==> src/rtl/demux_r1_4ph_sync.sv <==
`default_nettype none
// +--------------------------------------------------------------------------+
// | Module      : demux_r1_4ph_sync                                          |
// | Description : Clocked single-rail 4-phase demultiplexer. One incoming    |
// |               request channel (r0/a0) is steered to responder 1 or 2     |
// |               under a bundled select bit. Handshake inputs are           |
// |               synchronized; all outputs are registers.                   |
// | Revision    : 1.0  initial release                                       |
// +--------------------------------------------------------------------------+
module demux_r1_4ph_sync #(
  parameter int SYNC_STAGES = 2,  // flops per input synchronizer, 2 or more
  parameter int CNT_W       = 8   // width of each completed-transaction counter
) (
  input  logic             clk,
  input  logic             rstn,
  input  logic             r0,
  input  logic             sel,
  output logic             a0,
  output logic             r1,
  input  logic             a1,
  output logic             r2,
  input  logic             a2,
  output logic             err,
  output logic [CNT_W-1:0] cnt1,
  output logic [CNT_W-1:0] cnt2
);

  typedef enum logic [1:0] {
    IDLE = 2'd0,
    FWD  = 2'd1,
    HOLD = 2'd2,
    RTZ  = 2'd3
  } state_t;

  // Synchronizer chains; the last flop of each chain is the clock-domain view.
  logic [SYNC_STAGES-1:0] r0_sync;
  logic [SYNC_STAGES-1:0] a1_sync;
  logic [SYNC_STAGES-1:0] a2_sync;
  logic                   r0_s;
  logic                   a1_s;
  logic                   a2_s;

  state_t                 state;
  state_t                 state_nxt;
  logic                   ch;        // latched route: 0 = channel 1, 1 = channel 2
  logic                   ch_nxt;
  logic                   a0_nxt;
  logic                   r1_nxt;
  logic                   r2_nxt;
  logic                   err_nxt;
  logic [CNT_W-1:0]       cnt1_nxt;
  logic [CNT_W-1:0]       cnt2_nxt;
  logic                   ack_sel;   // acknowledge of the routed channel
  logic                   ack_oth;   // acknowledge of the other channel

  // Shift each asynchronous handshake input through its synchronizer chain.
  always_ff @(posedge clk or negedge rstn) begin
    if (!rstn) begin
      r0_sync <= '0;
      a1_sync <= '0;
      a2_sync <= '0;
    end else begin
      r0_sync <= {r0_sync[SYNC_STAGES-2:0], r0};
      a1_sync <= {a1_sync[SYNC_STAGES-2:0], a1};
      a2_sync <= {a2_sync[SYNC_STAGES-2:0], a2};
    end
  end

  assign r0_s = r0_sync[SYNC_STAGES-1];
  assign a1_s = a1_sync[SYNC_STAGES-1];
  assign a2_s = a2_sync[SYNC_STAGES-1];

  // The route is latched, so sel is only consulted on the IDLE exit.
  assign ack_sel = ch ? a2_s : a1_s;
  assign ack_oth = ch ? a1_s : a2_s;

  // State, route, output and counter registers.
  always_ff @(posedge clk or negedge rstn) begin
    if (!rstn) begin
      state <= IDLE;
      ch    <= 1'b0;
      a0    <= 1'b0;
      r1    <= 1'b0;
      r2    <= 1'b0;
      err   <= 1'b0;
      cnt1  <= '0;
      cnt2  <= '0;
    end else begin
      state <= state_nxt;
      ch    <= ch_nxt;
      a0    <= a0_nxt;
      r1    <= r1_nxt;
      r2    <= r2_nxt;
      err   <= err_nxt;
      cnt1  <= cnt1_nxt;
      cnt2  <= cnt2_nxt;
    end
  end

  // Next-state and next-output logic; outputs are computed one edge ahead so
  // every port is driven straight from a flop.
  always_comb begin
    state_nxt = state;
    ch_nxt    = ch;
    a0_nxt    = a0;
    r1_nxt    = r1;
    r2_nxt    = r2;
    err_nxt   = err;
    cnt1_nxt  = cnt1;
    cnt2_nxt  = cnt2;

    case (state)
      IDLE: begin
        a0_nxt = 1'b0;
        r1_nxt = 1'b0;
        r2_nxt = 1'b0;
        // No responder may acknowledge while nothing is outstanding.
        if (a1_s || a2_s) begin
          err_nxt = 1'b1;
        end
        if (r0_s) begin
          ch_nxt    = sel;
          r1_nxt    = ~sel;
          r2_nxt    = sel;
          state_nxt = FWD;
        end
      end
      FWD: begin
        if (ack_oth) begin
          err_nxt = 1'b1;
        end
        if (ack_sel) begin
          a0_nxt    = 1'b1;
          state_nxt = HOLD;
        end
      end
      HOLD: begin
        if (ack_oth) begin
          err_nxt = 1'b1;
        end
        if (!r0_s) begin
          r1_nxt    = 1'b0;
          r2_nxt    = 1'b0;
          state_nxt = RTZ;
        end
      end
      RTZ: begin
        if (ack_oth) begin
          err_nxt = 1'b1;
        end
        // Transaction completes when the routed acknowledge returns to zero;
        // the counter steps on the same edge a0 falls and wraps silently.
        if (!ack_sel) begin
          a0_nxt    = 1'b0;
          state_nxt = IDLE;
          if (ch) begin
            cnt2_nxt = cnt2 + CNT_W'(1);
          end else begin
            cnt1_nxt = cnt1 + CNT_W'(1);
          end
        end
      end
      default: begin
        state_nxt = IDLE;
      end
    endcase
  end

endmodule
`default_nettype wire

==> config.mk <==
export PLATFORM = sky130hd
export DESIGN_NAME = demux_r1_4ph_sync
export DESIGN_NICKNAME = d
export VERILOG_FILES = /design/src/rtl/demux_r1_4ph_sync.sv
export SDC_FILE = /design/constraint.sdc
export NUM_CORES = 1
export LEC_CHECK = 0
export CAP_MARGIN = 10
export CORE_MARGIN = 5
export CORE_UTILIZATION = 30
export CTS_CLUSTER_SIZE = 8
export DETAILED_ROUTE_END_ITERATION = 16
export PLACE_DENSITY_LB_ADDON = 0.3
export SLEW_MARGIN = 25
export SYNTH_ARGS = -nofsm -noshare
export SYNTH_HDL_FRONTEND = slang
export SYNTH_SLANG_ARGS = --single-unit
==> constraint.sdc <==
create_clock -name clk -period 1.9 [get_ports clk]
set_input_delay 0.38 -clock clk [delete_from_list [all_inputs] [get_ports clk]]
set_output_delay 0.38 -clock clk [all_outputs]
set_load 0.1 [all_outputs]
==> results of run 1 <==
routing by layer:
| metal | track usage [%] | routed length (µm) | up-vias |
|---|---|---|---|
| met2 | 14.3 | 1090 | 14 |
| li1 | - | - | 397 |
| met5 | 0 | 0 | - |
| met4 | 4.83 | 39 | 0 |
| met3 | 3.92 | 137 | 5 |
| met1 | 11.3 | 944 | 404 |
per-stage QoR:
step | hold slack [ns] | total power, mW
floorplan | 0.0844 | 1.92
global placement | 0.335 | 2.46
detailed placement | 0.336 | 2.50
CTS | 0.350 | 3.05
global route | 0.363 | 3.18
finish | 0.348 | 3.01
Yosys cell counts:
cell type	count	area, µm²
nand2_1	4	15.0
a21boi_1	1	7.51
a211oi_2	1	12.5
xor2_1	6	52.6
mux2_2	2	22.5
xnor2_1	8	70.1
and4_1	3	26.3
dfrtp_1	29	726
and3_1	3	18.8
nor3b_2	1	12.5
ha_1	6	75.1
o22ai_1	1	6.26
mux2_1	3	33.8
nand4_1	2	12.5
mux2i_1	1	10.0
o21ai_0	4	20.0
a21oi_1	2	10.0
nor2_1	4	15.0
a21o_1	1	7.51
o21ai_1	1	5.00
and3b_1	1	8.76
nand3_1	6	30.0
inv_1	3	11.3
clkbuf_1	1	3.75
mux2_4	1	15.0
nand2b_1	1	6.26
worst paths after layout:
path                            start    endpoint  slack [ns]  depth (start not counted)
setup / recovery                   ch    state[1]        0.19                          4
hold / removal             a2_sync[0]  a2_sync[1]        0.35                          0
setup reg to reg                   ch    state[1]        0.19                          4
hold reg to reg            a2_sync[0]  a2_sync[1]        0.35                          0
max in group asynchronous        rstn  r0_sync[1]        1.15                          2
min in group asynchronous        rstn     cnt1[1]        0.49                          2
power by group through the flow:
stage	Clock [mW]	Combinational [mW]	Sequential, mW
floorplan	0	0.365	1.55
global placement	0	1.51	0.951
detailed placement	0	1.54	0.958
CTS	0.558	1.54	0.949
global route	0.587	1.62	0.974
finish	0.535	1.53	0.947
sequential cells by signal, summed over array words and instances, names as in the netlist:
name,flops
cnt1,8
a2_sync,2
a1_sync,2
cnt2,8
ch,1
r1,1
state,2
err,1
r0_sync,2
a0,1
r2,1
cells by family (layout without fill, tap and decap cells):
family | count (synthesis) | count (layout)
DFF | 29 | 29
and+or+nand+nor | 25 | 25
xor gates and xnor gates | 14 | 14
AOI/OAI and AO/OA | 11 | 11
muxes | 7 | 7
adders and majority gates | 6 | 6
buffers and inverters | 4 | 37
layout make-up:
type	instances	area (µm²)	share of cell area (%)
Clock buffer	7	96.3	5.20
Inverter	3	11.3	0.608
Timing Repair Buffer	26	458	24.7
Sequential cell	29	726	39.2
Multi-Input combinational cell	63	493	26.6
Tap cell	50	62.6	3.38
Clock inverter	1	5.00	0.270
worst max-delay path, cell delays in order (launching register included):
cell and delay, ns:
dfrtp_1 0.43, mux2i_1 0.26, mux2_4 0.34, a211oi_2 0.22
mux2_1 0.35
==> flow_metrics.env, run 1 <==
export IMPL_cts_resized=0
export IMPL_cts_tree="built"
export IMPL_rsz0062_at_grt="no"
export IMPL_start_util_pct=30.8
export IMPL_synth_cells=96
export IMPL_n_fill_cell=350
export IMPL_fmax_mhz=586
export IMPL_core_area_um2=4000
export IMPL_vias=820
export IMPL_synth_simple_gate_area_share_pct=11.8
export IMPL_worstSetupEndpointType="flop"
export IMPL_muxShareOfSynthArea_pct=6.59
export IMPL_worstPathRequired_ns=2.05
export IMPL_cp_arrival_ns=1.86
export IMPL_final_util_pct=46.3
export IMPL_area_delta_synth_final_pct=50.1
export IMPL_cts_root_buf="clkbuf_8"
export IMPL_syn_area_um2=1230
export IMPL_instances_no_fill=179
export IMPL_rows=23
export IMPL_post_dp_cell_area_um2=1750
export IMPL_switching_share_pct=44.9
export IMPL_power_leakage_nw=0.857
export IMPL_hold_viol=0
export IMPL_setup_ws_ns=0.193
export IMPL_antenna_found_initial=0
export IMPL_cts_buffers=5
export IMPL_wl_per_cell_um=12.3
export IMPL_syn_nets=108
export IMPL_gp_congestion=0.735
export IMPL_cp_start_kind="flop"
export IMPL_setup_viol_count_final=0
export IMPL_drive_gt1_share_pct=26.4
export IMPL_fp_dieW_um=74.1
export IMPL_min_period_over_period_pct=89.8
export IMPL_drtIter0Drc=17
export IMPL_finClkSkew_ns=0.00125
export IMPL_power_frac_comb_pct=50.8
export IMPL_clock_latency_ns=0.27
export IMPL_final_cell_mix="dfrtp_1, buf_12, xnor2_1"
export IMPL_grt_pass1_vias=833
export IMPL_postRouteAntennaNets=0
export IMPL_grt_pass1_wl_mm=3.90
export IMPL_peakVddDrop_mv=0.911
export IMPL_design_die_area_um2=5490
export IMPL_min_path_type="flop to flop"
export IMPL_clock_power_share_pct=17.8
export IMPL_wirelength_mm=2.21
export IMPL_fin_crit_ns=1.71
export IMPL_finish_net_count=140
export IMPL_vias_per_cell=4.58
export IMPL_dr_pass1_iters=2
export IMPL_pre_cts_slack_ns=0.216
export IMPL_insertedDiodeCount=0
export IMPL_critPathMaxFanout=5
export IMPL_fp_dieH_um=74.1
export IMPL_ios=26
export IMPL_cts_clk_slew_worst_paths_ns=0.06
export IMPL_layout_commonest_cell="dfrtp_1"
export IMPL_slew_violations=0
export IMPL_dp_cells=171
export IMPL_grt_max_degree=30
export IMPL_ys_seq_elements=29
export IMPL_power_per_cell_area_nw_per_um2=1630
export IMPL_p_int_mw=1.66
export IMPL_final_cell_area_um2=1850
export IMPL_cts_path_max_buffers=2
export IMPL_outcome="finished, final reports clean"
export IMPL_p_seq_share_pct=31.4
export IMPL_io_buffer_count=25
export IMPL_fin_setup_tns_ns=0
export IMPL_synth_top_family_by_area="simple AND/OR/NAND/NOR gates"
export IMPL_ctsHoldBuffers=0
export IMPL_yosys_warnings=0
export IMPL_synthDistinctLibCells=26
export IMPL_synth_xor_area_share_pct=9.94
export IMPL_max_slew_margin_pct=72.7
export IMPL_post_cts_buffers=0
export IMPL_cap_violations=0
export IMPL_synth_adder_area_share_pct=6.09
export IMPL_tightest_slew_ns=0.408
export IMPL_htree_levels=2
export IMPL_p_switching_mw=1.35
export IMPL_synth_compound_area_share_pct=5.58
export IMPL_synth_seq_area_share_pct=58.8
export IMPL_crit_type="flop to flop"
export IMPL_drc=0
export IMPL_post_dp_hpwl_mm=1.67
export IMPL_grt_ovfl_total=0
export IMPL_avgSynthCellArea_um2=12.9
export IMPL_cts_sinks=29
export IMPL_track_usage_pct=9.35
Power figures use the tool's default switching activity.
==> run 2: changes to the inputs <==
- ABC_CLOCK_PERIOD_IN_PS: not set -> 1900
==> results of run 2 <==
The final DEF is identical to that of run 1; final timing and power are the same.
==> edit 1: new RTL, flow settings as in run 2 <==
Make the reset (`rstn`) synchronous in 2 clocked blocks. Comments in the files are not updated.
--- a/src/rtl/demux_r1_4ph_sync.sv
+++ b/src/rtl/demux_r1_4ph_sync.sv
@@ -56,3 +56,3 @@
   // Shift each asynchronous handshake input through its synchronizer chain.
-  always_ff @(posedge clk or negedge rstn) begin
+  always_ff @(posedge clk) begin
     if (!rstn) begin
@@ -77,3 +77,3 @@
   // State, route, output and counter registers.
-  always_ff @(posedge clk or negedge rstn) begin
+  always_ff @(posedge clk) begin
     if (!rstn) begin
Function: differs if rstn is asserted again (counterexample within 4 cycles, from zero or initial values and one cycle with rstn low); with rstn held inactive, the same outputs for 10 cycles.
==> edit 1 against run 2 <==
Worst setup slack better by 0.086 ns; wire length is 8.7% higher; synthesized area increased by 1.3%; sequential cell count did not move; critical path depth increased by 1; sequential share of layout area shrank 6.9 points; final cell count up 20%; cell area is 2.4% lower; worst hold slack improved by 0.095 ns; highest routed layer unchanged.
Power is not compared: it rests on default switching activity, and its combinational part moved more than twofold at a synthesized area within 25%.
==> edit 1: results (changes against run 2) <==
status completed; cts bufs inserted 5 (unchanged); Worst-Skew Late Latency 0.28 ns; CTS root buffer clkbuf_8; largest net degree at the start of global routing 24 (-20%); CTS clk-pin slew, worst paths 0.06 ns (about the same); leakage 0.701 nW; Pre-antenna DRT Iters 6 (+4); 1st-iter DRT viols 40 (+23); worst clock skew 0.00525 ns (+0.00399 ns); first-pass GRT wire length 4240 um (+8.9%); # diodes 0 (unchanged); Nets 176 (+26%); initial antenna violation count 0 (unchanged); worst hold-check path type reg2reg; Ys Warns 0 (unchanged); Fillers 389 (+11%); top post-synthesis cells by count 29 x dfxtp_1, 20 x nor2_1, 10 x nand2_1, 7 x a21oi_1, 7 x xor2_1; Vias/cell 4.82 (+5.3%); GRT Total Usage 10.0% (+0.66 points); Largest regs cnt1 x8, cnt2 x8; post-cts resize count 0 (unchanged); crit path DAT 1.76 ns (-0.10 ns); Final HPWL DP 1770 um (+6.5%); sequential area share after synthesis 46.4% (-12 points); largest cells by area after synthesis dfxtp_1 46%, ha_1 6.0%, nor2_1 6.0%; reg2reg setup slack 0.28 ns (+0.09 ns); layout cell share with drive strength beyond 1 21.2% (-5.1 points); Post-Syn Nets 146 (+35%); worst ir drop on vdd 0.000555 V; wire length per cell 11.2 um (-9.5%); H-tree Lvls 2 (unchanged); setup bufs post-CTS 0 (unchanged); asr flop ratio synth 0% (-100 points); IO buf count 25 (unchanged); Final Wtd Congestion 0.722 (-1.8%); Bufs on Longest Clock Path 2 (unchanged); Rel. slew slack 51.5% (-21 points); Primary FF master, synth dfxtp_1; CP max FO 7 (+2); Yosys cell types 29 (+12%)
edit 1: cell count changes after synthesis, sizes merged, moves of 4 or more:
cell	change
a21oi	+5
dfxtp	+29
mux2	-5
dfrtp	-29
nor2	+16
and2	+6
nand2	+6
nand3	-4
edit 1: worst paths after layout:
| path | to | depth (start not counted) | startpoint |
|---|---|---|---|
| hold reg to reg | r0_sync[1]$_SDFF_PN0_ | 1 | r0_sync[0]$_SDFF_PN0_ |
| setup / recovery | cnt2[7]$_SDFFE_PN0P_ | 5 | state[0]$_SDFFE_PN0P_ |
| setup reg to reg | cnt2[7]$_SDFFE_PN0P_ | 5 | state[0]$_SDFFE_PN0P_ |
| hold / removal | r0_sync[1]$_SDFF_PN0_ | 1 | r0_sync[0]$_SDFF_PN0_ |
edit 1: final cells by class:
| class | count | area [um^2] | area share, % |
|---|---|---|---|
| clock buffer | 7 | 86.3 | 4.78 |
| clock inverter | 1 | 30.0 | 1.66 |
| inverter | 6 | 22.5 | 1.25 |
| multi-input combinational | 96 | 628 | 34.7 |
| sequential | 29 | 583 | 32.2 |
| tap | 50 | 62.6 | 3.46 |
| timing repair buffer | 26 | 395 | 21.9 |
edit 1: cell families (layout without fill, tap and decap cells):
| kind of cell | count (synthesis) | after routing | share of synthesized area [%] |
|---|---|---|---|
| compound gates | 16 | 16 | 7.61 |
| buf+inv | 9 | 40 | 3.30 |
| simple gates | 57 | 57 | 23.5 |
| fa+ha+maj | 6 | 6 | 6.01 |
| mux | 5 | 5 | 4.70 |
| flops | 29 | 29 | 46.4 |
| xor+xnor | 12 | 12 | 8.41 |
edit 1: through the flow:
stage          setup WS [ns]  cells  hold slack (ns)  total power (W)  area [um^2]
2_1_floorplan        0.00463    134            0.412         0.000918         1250
3_3_place_gp           0.220    207            0.424         0.000977         1690
3_5_place_dp           0.158    207            0.431         0.000995         1690
4_1_cts                0.276    215            0.445          0.00165         1810
5_1_grt               0.0460    215            0.466          0.00172         1810
6_report               0.279    215            0.443          0.00164         1810
edit 1: metal layers:
metal | up-vias | share of wire [%] | track usage [%]
li1 | 521 | - | -
met1 | 482 | 42 | 10.8
met2 | 27 | 48 | 16.8
met3 | 7 | 7.0 | 3.51
met4 | 0 | 2.4 | 5.93
met5 | - | 0 | 0
edit 1: critical path, cell delays in order, from the launching register on:
cell      delay [ns]
dfxtp_1         0.40
ha_1            0.25
nand4b_1        0.27
nor4_2          0.36
xnor2_1         0.16
nor2_1          0.05
edit 1: power by group:
group | total (W) | switching [W] | internal, W
combinational | 0.000316 | 0.000201 | 0.000115
clock | 0.000654 | 0.000227 | 0.000427
sequential | 0.000666 | 0.0000274 | 0.000639
==> edit 2: new RTL, config.mk and constraints of run 2 <==
Without the edit above. `CNT_W`: 8 -> 10.
--- a/src/rtl/demux_r1_4ph_sync.sv
+++ b/src/rtl/demux_r1_4ph_sync.sv
@@ -11,3 +11,3 @@
   parameter int SYNC_STAGES = 2,  // flops per input synchronizer, 2 or more
-  parameter int CNT_W       = 8   // width of each completed-transaction counter
+  parameter int CNT_W       = 10   // width of each completed-transaction counter
 ) (
Ports: changed (resized cnt1 and cnt2); port bits go from 26 to 30. The function was not compared with the original's and may differ.
==> edit 2 against run 2 <==
Sequential cell count rose by 4; maximum frequency rose by 2.9%; cell area rose by 17%; core utilization fell by 0.33 points; non-clock buffer count rose by 5; wire length rose by 25%; synthesized area rose by 19%; total power rose by 0.28%; worst setup slack improved by 0.048 ns; die area rose by 16%; via count rose by 18%; critical path type unchanged.
==> edit 2: results (changes against run 2) <==
met2 Use GR 14.8% (+0.50 points); Nets 169 (+21%); Comb pwr share 48.7% (-2.1 points); Worst setup startpoint state[0]$_DFFE_PN0P_; IO buf count 29 (+16%); XOR/XNOR Fraction of Synth Area 10.8% (+0.83 points); vias 966 (+18%); post-synthesis compound-gate area fraction 4.96% (-0.62 points); wire length per cell 12.4 um (+0.84%); layout cell share with drive strength beyond 1 28.4% (+2.0 points); first-pass GRT wire length 4770 um (+22%); 1st-iter DRT viols 30 (+13); Rel. slew slack 71.5% (-1.2 points); setup slack at placement 0.254 ns (+0.0377 ns); largest cells by area after synthesis dfrtp_1 56%, ha_1 6.8%, xnor2_1 6.6%; sequential area share after synthesis 56.4% (-2.4 points); status completed; cell family with most CP delay simple AND/OR/NAND/NOR gates; met3 usage 3.72% (-0.19 points); leakage 0.982 nW (+15%); Synth Area in Adders 6.84% (+0.75 points); worst ir drop on vdd 0.000698 V (-23%); area post-placement 0.00208 mm^2 (+19%); top post-synthesis cells by count 33 x dfrtp_1, 11 x xnor2_1, 8 x ha_1, 8 x nand3_1, 7 x xor2_1; Post-Synthesis Cell Area 0.00146 mm^2 (+19%); mux share of post-synthesis cell area 4.96% (-1.6 points); largest net degree at the start of global routing 34 (+13%); Total Wirelength 2760 um (+25%); Final Wtd Congestion 0.745 (+1.4%); r2r startpoint state[0]$_DFFE_PN0P_; cell depth of the worst setup path 5 (+1)
==> edit 2: metal layers <==
layer	up-vias	wire, um
met3	5	131
li1	479	-
met1	461	1250
met5	-	0
met2	21	1340
met4	0	38
==> edit 2: final timing paths <==
check	to	slack (ns)
min in group asynchronous	cnt2[3]$_DFFE_PN0P_	0.51
hold / removal	a2_sync[1]$_DFF_PN0_	0.35
setup / recovery	cnt1[7]$_DFFE_PN0P_	0.24
setup reg to reg	cnt1[7]$_DFFE_PN0P_	0.24
max in group asynchronous	cnt2[0]$_DFFE_PN0P_	1.07
hold reg to reg	a2_sync[1]$_DFF_PN0_	0.35
==> edit 2: logic make-up after synthesis <==
family / after synthesis
AO/OA/AOI/OAI: 12
XOR/XNOR: 18
adder cells (fa/ha/maj): 8
buffers and inverters: 5
flip-flops: 33
multiplexers: 6
AND/OR/NAND/NOR: 36
==> edit 2: power groups by stage <==
| stage | clock (W) | sequential (W) | combinational, W |
|---|---|---|---|
| after floorplan | 0 | 0.00156 | 0.000426 |
| after global placement | 0 | 0.00103 | 0.00147 |
| after detailed placement | 0 | 0.00105 | 0.00148 |
| after CTS | 0.000546 | 0.00103 | 0.00149 |
| after global routing | 0.000568 | 0.00106 | 0.00156 |
| final | 0.000522 | 0.00103 | 0.00147 |
==> edit 2: final cells by class <==
class                      instances  area [um^2]
inverter                           4         15.0
fill                             427         2550
sequential                        33          828
clock buffer                       7         86.3
tap                               67         83.8
timing repair buffer              31          546
multi-input combinational         80          612
==> edit 2: worst register-to-register path, delay by kind of cell, from the launching register on <==
kind	cells	cell delay, ns
simple gates	3	0.74
flops	1	0.40
xor+xnor	1	0.14
fa+ha+maj	1	0.27
